[src/rtl/tsp_pkg.sv]
// Shared constants and helpers for the add/sub pipeline issue controller.
package tsp_pkg;

    // Register stages between pipe_op*_o and pipe_res_i in the attached pipeline.
    localparam int unsigned TSP_LATENCY = 2;
    localparam int unsigned TSP_DWIDTH  = 8;

    typedef logic [TSP_DWIDTH-1:0] tsp_data_t;

    // Width of a counter able to hold the values 0..depth inclusive.
    function automatic int unsigned cnt_w(input int unsigned depth);
        return $clog2(depth + 1);
    endfunction

endpackage

[src/rtl/tsp_result_fifo.sv]
// First-word fall-through result buffer; head reads as zero while empty.
module tsp_result_fifo
    import tsp_pkg::*;
#(
    parameter int unsigned DWIDTH = 8,
    parameter int unsigned DEPTH  = 4
) (
    input  logic                      clk,
    input  logic                      rst,
    input  logic                      push,
    input  logic [DWIDTH-1:0]         push_data,
    input  logic                      pop,
    output logic [DWIDTH-1:0]         head,
    output logic                      full,
    output logic                      empty,
    output logic [cnt_w(DEPTH)-1:0]   count
);

    localparam int unsigned PW = (DEPTH > 1) ? $clog2(DEPTH) : 1;
    localparam int unsigned CW = cnt_w(DEPTH);

    logic [DWIDTH-1:0] mem [DEPTH];
    logic [PW-1:0]     wr_ptr_q, wr_ptr_d;
    logic [PW-1:0]     rd_ptr_q, rd_ptr_d;
    logic [CW-1:0]     count_q, count_d;

    // Pointers wrap modulo DEPTH, which need not be a power of two.
    function automatic logic [PW-1:0] ptr_inc(input logic [PW-1:0] p);
        return (p == PW'(DEPTH - 1)) ? '0 : p + 1'b1;
    endfunction

    // Next-state for pointers and occupancy.
    always_comb begin
        wr_ptr_d = wr_ptr_q;
        rd_ptr_d = rd_ptr_q;
        count_d  = count_q;
        if (push) wr_ptr_d = ptr_inc(wr_ptr_q);
        if (pop)  rd_ptr_d = ptr_inc(rd_ptr_q);
        case ({push, pop})
            2'b10:   count_d = count_q + 1'b1;
            2'b01:   count_d = count_q - 1'b1;
            default: count_d = count_q;
        endcase
    end

    // Pointer and count registers.
    always_ff @(posedge clk or negedge rst) begin
        if (!rst) begin
            wr_ptr_q <= '0;
            rd_ptr_q <= '0;
            count_q  <= '0;
        end else begin
            wr_ptr_q <= wr_ptr_d;
            rd_ptr_q <= rd_ptr_d;
            count_q  <= count_d;
        end
    end

    // Storage needs no reset: the head is masked while the buffer is empty.
    always_ff @(posedge clk) begin
        if (push) mem[wr_ptr_q] <= push_data;
    end

    assign full  = (count_q == CW'(DEPTH));
    assign empty = (count_q == '0);
    assign count = count_q;
    assign head  = empty ? '0 : mem[rd_ptr_q];

    a_no_overflow: assert property (@(posedge clk) disable iff (!rst) !(push && full && !pop));
    a_no_underflow: assert property (@(posedge clk) disable iff (!rst) !(pop && empty));

endmodule

[src/rtl/tsp_issue_ctrl.sv]
// Issue/return flow control around a fixed-latency, non-stallable add/sub pipeline.
module tsp_issue_ctrl
    import tsp_pkg::*;
#(
    parameter int unsigned DWIDTH  = 8,
    parameter int unsigned LATENCY = TSP_LATENCY,
    parameter int unsigned DEPTH   = 4
) (
    input  logic              clk,
    input  logic              rst,
    input  logic              in_valid_i,
    output logic              in_ready_o,
    input  logic [DWIDTH-1:0] in_op1_i,
    input  logic [DWIDTH-1:0] in_op2_i,
    output logic [DWIDTH-1:0] pipe_op1_o,
    output logic [DWIDTH-1:0] pipe_op2_o,
    input  logic [DWIDTH-1:0] pipe_res_i,
    output logic              out_valid_o,
    input  logic              out_ready_i,
    output logic [DWIDTH-1:0] out_res_o,
    output logic              busy_o
);

    localparam int unsigned CW = cnt_w(DEPTH);

    logic [CW-1:0]      credits_q, credits_d;
    logic [LATENCY-1:0] vld_q;
    logic               issue;
    logic               pop;
    logic               fifo_full;
    logic               fifo_empty;
    logic [CW-1:0]      fifo_count;

    // A credit covers one slot either in flight or buffered, so a returning
    // result always has a FIFO entry waiting for it.
    assign in_ready_o  = (credits_q != '0);
    assign issue       = in_valid_i && in_ready_o;
    assign pop         = out_valid_o && out_ready_i;
    assign out_valid_o = !fifo_empty;

    // Idle cycles feed zeros to the pipeline.
    assign pipe_op1_o = issue ? in_op1_i : '0;
    assign pipe_op2_o = issue ? in_op2_i : '0;

    assign busy_o = (|vld_q) || (fifo_count != '0);

    // Credit next-state: issue consumes, pop returns, both together cancel.
    always_comb begin
        credits_d = credits_q;
        case ({issue, pop})
            2'b10:   credits_d = credits_q - 1'b1;
            2'b01:   credits_d = credits_q + 1'b1;
            default: credits_d = credits_q;
        endcase
    end

    // Credit counter and in-flight tag shift register.
    always_ff @(posedge clk or negedge rst) begin
        if (!rst) begin
            credits_q <= CW'(DEPTH);
            vld_q     <= '0;
        end else begin
            credits_q <= credits_d;
            vld_q[0]  <= issue;
            for (int k = 1; k < int'(LATENCY); k++) begin
                vld_q[k] <= vld_q[k-1];
            end
        end
    end

    tsp_result_fifo #(
        .DWIDTH (DWIDTH),
        .DEPTH  (DEPTH)
    ) u_fifo (
        .clk       (clk),
        .rst       (rst),
        .push      (vld_q[LATENCY-1]),
        .push_data (pipe_res_i),
        .pop       (pop),
        .head      (out_res_o),
        .full      (fifo_full),
        .empty     (fifo_empty),
        .count     (fifo_count)
    );

    a_credit_underflow: assert property (@(posedge clk) disable iff (!rst)
        !(issue && !pop && credits_q == '0));
    a_credit_overflow: assert property (@(posedge clk) disable iff (!rst)
        !(pop && !issue && credits_q == CW'(DEPTH)));
    a_push_into_full: assert property (@(posedge clk) disable iff (!rst)
        !(vld_q[LATENCY-1] && fifo_full && !pop));

endmodule
[config.mk]
export PLATFORM = sky130hd
export DESIGN_NAME = tsp_issue_ctrl
export DESIGN_NICKNAME = d
export VERILOG_FILES = /design/src/rtl/tsp_pkg.sv /design/src/rtl/tsp_result_fifo.sv /design/src/rtl/tsp_issue_ctrl.sv
export SDC_FILE = /design/constraint.sdc
export NUM_CORES = 1
export LEC_CHECK = 0
export CORE_MARGIN = 2
export CORE_UTILIZATION = 47
export CTS_CLUSTER_DIAMETER = 120
export DETAILED_ROUTE_END_ITERATION = 10
export PLACE_DENSITY = 0.78
export SYNTH_ARGS = -nofsm -noshare
export SYNTH_HDL_FRONTEND = slang
export SYNTH_SLANG_ARGS = --single-unit
[constraint.sdc]
create_clock -name clk -period 2.8 [get_ports clk]
set_input_delay 0.42 -clock clk [delete_from_list [all_inputs] [get_ports clk]]
set_output_delay 0.42 -clock clk [all_outputs]
set_load 0.03 [all_outputs]
After elaboration in Yosys (flattened, before gate mapping)
Memory sizes are Yosys's and may differ from the RTL's.
Index checks and enable logic that the tools add are counted.
Operators by class
  add/sub/neg operators: 6
  equal/unequal tests: 6
  mux-type cells: 9
  reduce and logical (&&, ||, !) cells: 10
Operator list (count)
  2-to-1 mux 8 bit: 3
  one-hot mux 3 bit (2 select lines): 2
  == test 2 bit (second input constant): 4
  adder 3 x 1 -> 3 bit (second input constant): 2
  nonzero test 3 bit: 2
  subtractor 3 x 1 -> 3 bit (second input constant): 2
  adder 2 x 1 -> 2 bit (second input constant): 2
  == test 2 x 1 -> 1 bit (second input constant): 2
  2-to-1 mux 2 bit: 2
  nonzero test 2 bit: 2
  logical NOT 3 bit: 1
  logical AND 1 bit: 2
  2-to-1 mux 1 bit: 2
  OR reduction 2 bit: 1
  logical NOT 1 bit: 1
  logical OR 1 bit: 1
Word-level totals
  bits in registers: 12
  bits in writable memories: 32
  input port bits: 28
  output and inout bits: 27
  word-level logic and storage cells: 37
  memories: 1
Memory list
  u_fifo.mem: depth 4, bits a word 8, read ports 1, clocked after memory_dff 0, wr ports 1, RTL line tsp_result_fifo.sv:22  | logic [DWIDTH-1:0] mem [DEPTH];

Depth between registers and ports, before layout
  word-level depth: 5
  mapped depth: 10
  depth with buffers taken out: 9

Hierarchy
A second synthesis with hierarchy kept.
Second synthesis, totals
  cell total of the unflattened synthesis: 128
  area, all modules: 2010.7 µm²
Modules (own cells, without submodules)
  tsp_result_fifo: times used 1, cells an instance 88, area each 1627.8 µm², seq. area each 1136.1 µm²
  tsp_issue_ctrl: times used 1, cells an instance 40, area each 382.9 µm², seq. area each 126.4 µm²

Least setup slack after synthesis
OpenSTA, ideal clock, no wires.
  kind: register to register
  start: register credits_q[1]
  end: register credits_q[2]
  setup time: 75 ps
  data arrival time: 2051 ps
  data required time: 2725 ps
  slack: 675 ps
  cell stages (with the launch flop): 11
  path buffers: 1
  clock period less this slack: 2125 ps
  cells stage by stage: dfrtp_1 -> or3_1 -> buf_2 -> and2_1 -> inv_1 -> ha_1 -> inv_1 -> fa_1 -> xor2_1 -> nor2_1 -> xor2_1
Between the ends
  cells in the longest elaborated chain, start to end: 4
  elaborated cells on any way between the ends: 8
  classes of those cells: add/sub (2); eq/ne (2); mux (1); reduce/logical (3)
RTL lines
  from (decl): RTL line tsp_issue_ctrl.sv:26  | logic [CW-1:0] credits_q, credits_d;
  from (signal assigned): RTL line tsp_issue_ctrl.sv:60  | credits_q <= CW'(DEPTH);
  from (signal assigned): RTL line tsp_issue_ctrl.sv:63  | credits_q <= credits_d;
  nonzero test 3 bit *: RTL line tsp_issue_ctrl.sv:36  | assign in_ready_o = (credits_q != '0);
  logical AND 1 bit *: RTL line tsp_issue_ctrl.sv:37  | assign issue = in_valid_i && in_ready_o;
  named net issue: RTL line tsp_issue_ctrl.sv:28  | logic issue;
  == test 2 x 1 -> 1 bit or == test 2 bit (tied branches): RTL line tsp_issue_ctrl.sv:50  | case ({issue, pop})
  one-hot mux 3 bit (2 select lines) or nonzero test 2 bit (tied branches)
Mark *: on every way through the listed nets, which the timed path passes. The rest lies on a longest branch.
A chain may end at the register's enable or synchronous reset.

Final worst setup path
  start: register u_fifo.rd_ptr_q[0]
  end: output out_res_o[7]
Between the ends
  cells in the longest elaborated chain, start to end: 2
RTL lines
  from (decl): RTL line tsp_result_fifo.sv:24  | logic [PW-1:0] rd_ptr_q, rd_ptr_d;
  from (signal assigned): RTL line tsp_result_fifo.sv:54  | rd_ptr_q <= rd_ptr_d;
  memory read (4 x 8 bit)
  2-to-1 mux 8 bit: RTL line tsp_result_fifo.sv:67  | assign head = empty ? '0 : mem[rd_ptr_q];
  to (decl): RTL line tsp_issue_ctrl.sv:20  | output logic [DWIDTH-1:0] out_res_o,
Every way passes these cells.

==> results_dict.tcl <==
set metrics [dict create \
    cts_buffers 5 \
    drtIter0Drc 58 \
    post_dp_cell_area_um2 2545 \
    portBuffers 54 \
    yosysUniqueCellTypes 22 \
    power_switching_share 0.3572 \
    root_buffer "clkbuf_8" \
    post_cts_buffers 0 \
    fin_area_um2 2654 \
    die-area_um2 4767 \
    timing.final.crit_period_ns 2.615 \
    criticalPathCategory "flip-flop to output pin" \
    post-place-cells 224 \
    instances_no_fill 232 \
    timing.rr.start "credits_q[1]" \
    yosysTopAreaCell "edfxtp_1" \
    cap_violations 0 \
    crit_end "out_res_o[7]" \
    ff_latch_area_um2 1264 \
    final.setup.tns_ns 0 \
    start_util 0.4935 \
    antenna_found_initial 0 \
    slew_headroom 0.6424 \
    grt_pass1_wl_mm 6.437 \
    powerDensity_nw_per_um2 1033 \
    pwr-share-seq 0.378 \
    min_path_type "flip-flop to flip-flop" \
    globalRouteOverflowTotal 0 \
    wl_per_cell_um 16.78 \
    synth_fa_ha_area_frac 0.06419 \
    setup_viol 0 \
    comb_power_share 0.452 \
    cts_hold_buf 0 \
    synth_xor_area_frac 0.02643 \
    drt_drc_violations_left 0 \
    crit_path_start_kind "flip-flop" \
    clockBufferDepth 2 \
    vias 1164 \
    r2r-end "credits_q[2]" \
    num_io_pins 55 \
    vdd_ir_drop_max_uv 608.7 \
    die_h_um 69.04 \
    fillers 298 \
    clockPowerShare 0.170 \
    crit_path_max_fanout 11 \
    postRouteAntennaNets 0 \
    synth_nets 163 \
    h-tree-depth 2 \
    async_flop_share 0.2727 \
    area_growth_pct 33.48 \
    p_sw_w 0.0009794 \
    n_antenna_cell 0 \
    avgViaCountPerCell 5.017 \
    place.gp.congestion 0.6798 \
    fp-row-count 23 \
    clkSlewWorstSetupHoldPaths_ns 0.08 \
    startpoint "u_fifo.rd_ptr_q[0]" \
    yosys_warnings 0 \
    synth_top_family_by_area "simple AND/OR/NAND/NOR gates" \
    synth_compound_area_frac 0.005035 \
    p_int_w 0.001762 \
    fin_crit_sh 0.9341 \
    first_pass_iters 4 \
    yosys_most_used_dff "edfxtp_1" \
    yosysMostFrequentCell "edfxtp_1" \
    totalWireLength_mm 3.892 \
    grt_pass1_vias 1246 \
    drive_gt1_frac 0.1209 \
    syn-cell-area_um2 1988 \
    cp.required_ns 2.38 \
    cts.sinks 44 \
    grt_max_degree 19 \
    worst_r2r_path_depth 9 \
    skew_ns 0.006017 \
    synth_top_area_share 0.4833 \
    multi_input_area_um2 645.6 \
    rsz0062_at_grt "no" \
    grtUsageTotal 0.1781 \
    fin_nets 218 \
    synth_cells 126 \
    synth-seq-area-share 0.6350 \
    syn_avg_cell_area_um2 15.78 \
    p_leak_nw 1.034 \
    clock_latency_ns 0.29 \
    arrival_ns 2.20 \
    tightestPinTransition_ns 0.5347 \
    yosys-top-cells-area "edfxtp_1, dfrtp_1, mux4_2" \
    hold_violations 0 \
    rrSetupSlack_ns 0.37 \
    synth_mux_area_frac 0.1126 \
    core-area_um2 4029 \
    die_width_um 69.04 \
    tritoncts "yes" \
    status "finished clean" \
    drv_slew 0 \
    synth_enable_flop_cells 32 \
    synth_seq_cells 44 \
    endpoint_kind "output pin" \
    hpwl_mm 2.814 \
    synth-simple-area-share 0.1164 \
    max_freq_mhz 382.3 \
    yosys-top-cells-count "edfxtp_1, and3_1, and2_1" \
]
-- state kept, by name, indices dropped and copies added (netlist names) --
signal	flops
u_fifo.mem	32
credits_q	3
vld_q	2
u_fifo.rd_ptr_q	2
u_fifo.wr_ptr_q	2
u_fifo.count	3
-- through the flow --
step                      hold slack (ns)  setup slack (ns)    util  total power, W
final                              0.3796            0.1845  0.6587        0.002741
after global routing               0.3934           0.06139  0.6587        0.002920
after CTS                          0.3818            0.1515  0.6587        0.002783
after detailed placement           0.3638            0.2777  0.6317        0.002309
after global placement             0.3603            0.3313  0.6317        0.002230
after floorplan                    0.1244            0.6748       -        0.001879
-- metal layers --
metal	routed length, um	part of all wire	vias to the layer above	GRT usage
met5	0	0	-	0
met2	2132	0.55	24	0.3098
li1	-	-	561	-
met1	1575	0.40	574	0.2081
met4	47	0.012	0	0.06536
met3	136	0.035	5	0.05263
-- critical path: stages, from the launching register on --
cell and delay (ns):
dfrtp_2 0.58, mux4_2 0.54, and2_2 0.20, clkdlybuf4s50_1 0.59
-- placed cells by master, fill, tap and decap left out, drive strengths merged, types with 4 or more instances in the layout --
cell,n
or3,4
inv,9
clkdlybuf4s50,54
edfxtp,32
dfrtp,11
clkbuf,6
mux4,8
and3,16
ha,7
xor2,4
and2,13
-- power groups by stage --
stage / Sequential, W / Combinational (W) / Clock, W
finish: 0.00104 / 0.00124 / 0.000466
global route: 0.00107 / 0.00135 / 0.000507
CTS: 0.00105 / 0.00126 / 0.000479
detailed placement: 0.00106 / 0.00125 / 0
global placement: 0.00104 / 0.00119 / 0
floorplan: 0.000967 / 0.000912 / 0
-- logic make-up (layout without fill, tap and decap cells) --
family | after synthesis | count (layout)
adders and majority gates | 9 | 9
and+or+nand+nor | 38 | 38
xor gates and xnor gates | 6 | 6
AOI/OAI and AO/OA | 2 | 2
DFF | 44 | 44
buffers and inverters | 15 | 71
muxes | 12 | 12
-- final cells by class --
class | instances | area share
Inverter | 9 | 0.01273
Clock inverter | 2 | 0.01320
Timing Repair Buffer | 54 | 0.2037
Tap cell | 50 | 0.02357
Clock buffer | 6 | 0.02735
Multi-Input combinational cell | 67 | 0.2433
Sequential cell | 44 | 0.4762
-- worst min path at each step --
stage | end | slack [ns] | cells past startpoint | startpoint
floorplan | credits_q[0] | 0.12 | 0 | rst
CTS | vld_q[1] | 0.38 | 0 | vld_q[0]
global route | vld_q[1] | 0.39 | 0 | vld_q[0]
global placement | vld_q[1] | 0.36 | 0 | vld_q[0]
detailed placement | vld_q[1] | 0.36 | 0 | vld_q[0]
finish | vld_q[1] | 0.38 | 0 | vld_q[0]
-- repair_timing --
item	in CTS	in global routing
endpoints found under the setup margin	8	0
gates resized for setup	1	0
endpoints found under the hold margin	0	0
Note: power is estimated with default switching activity, not from simulation.
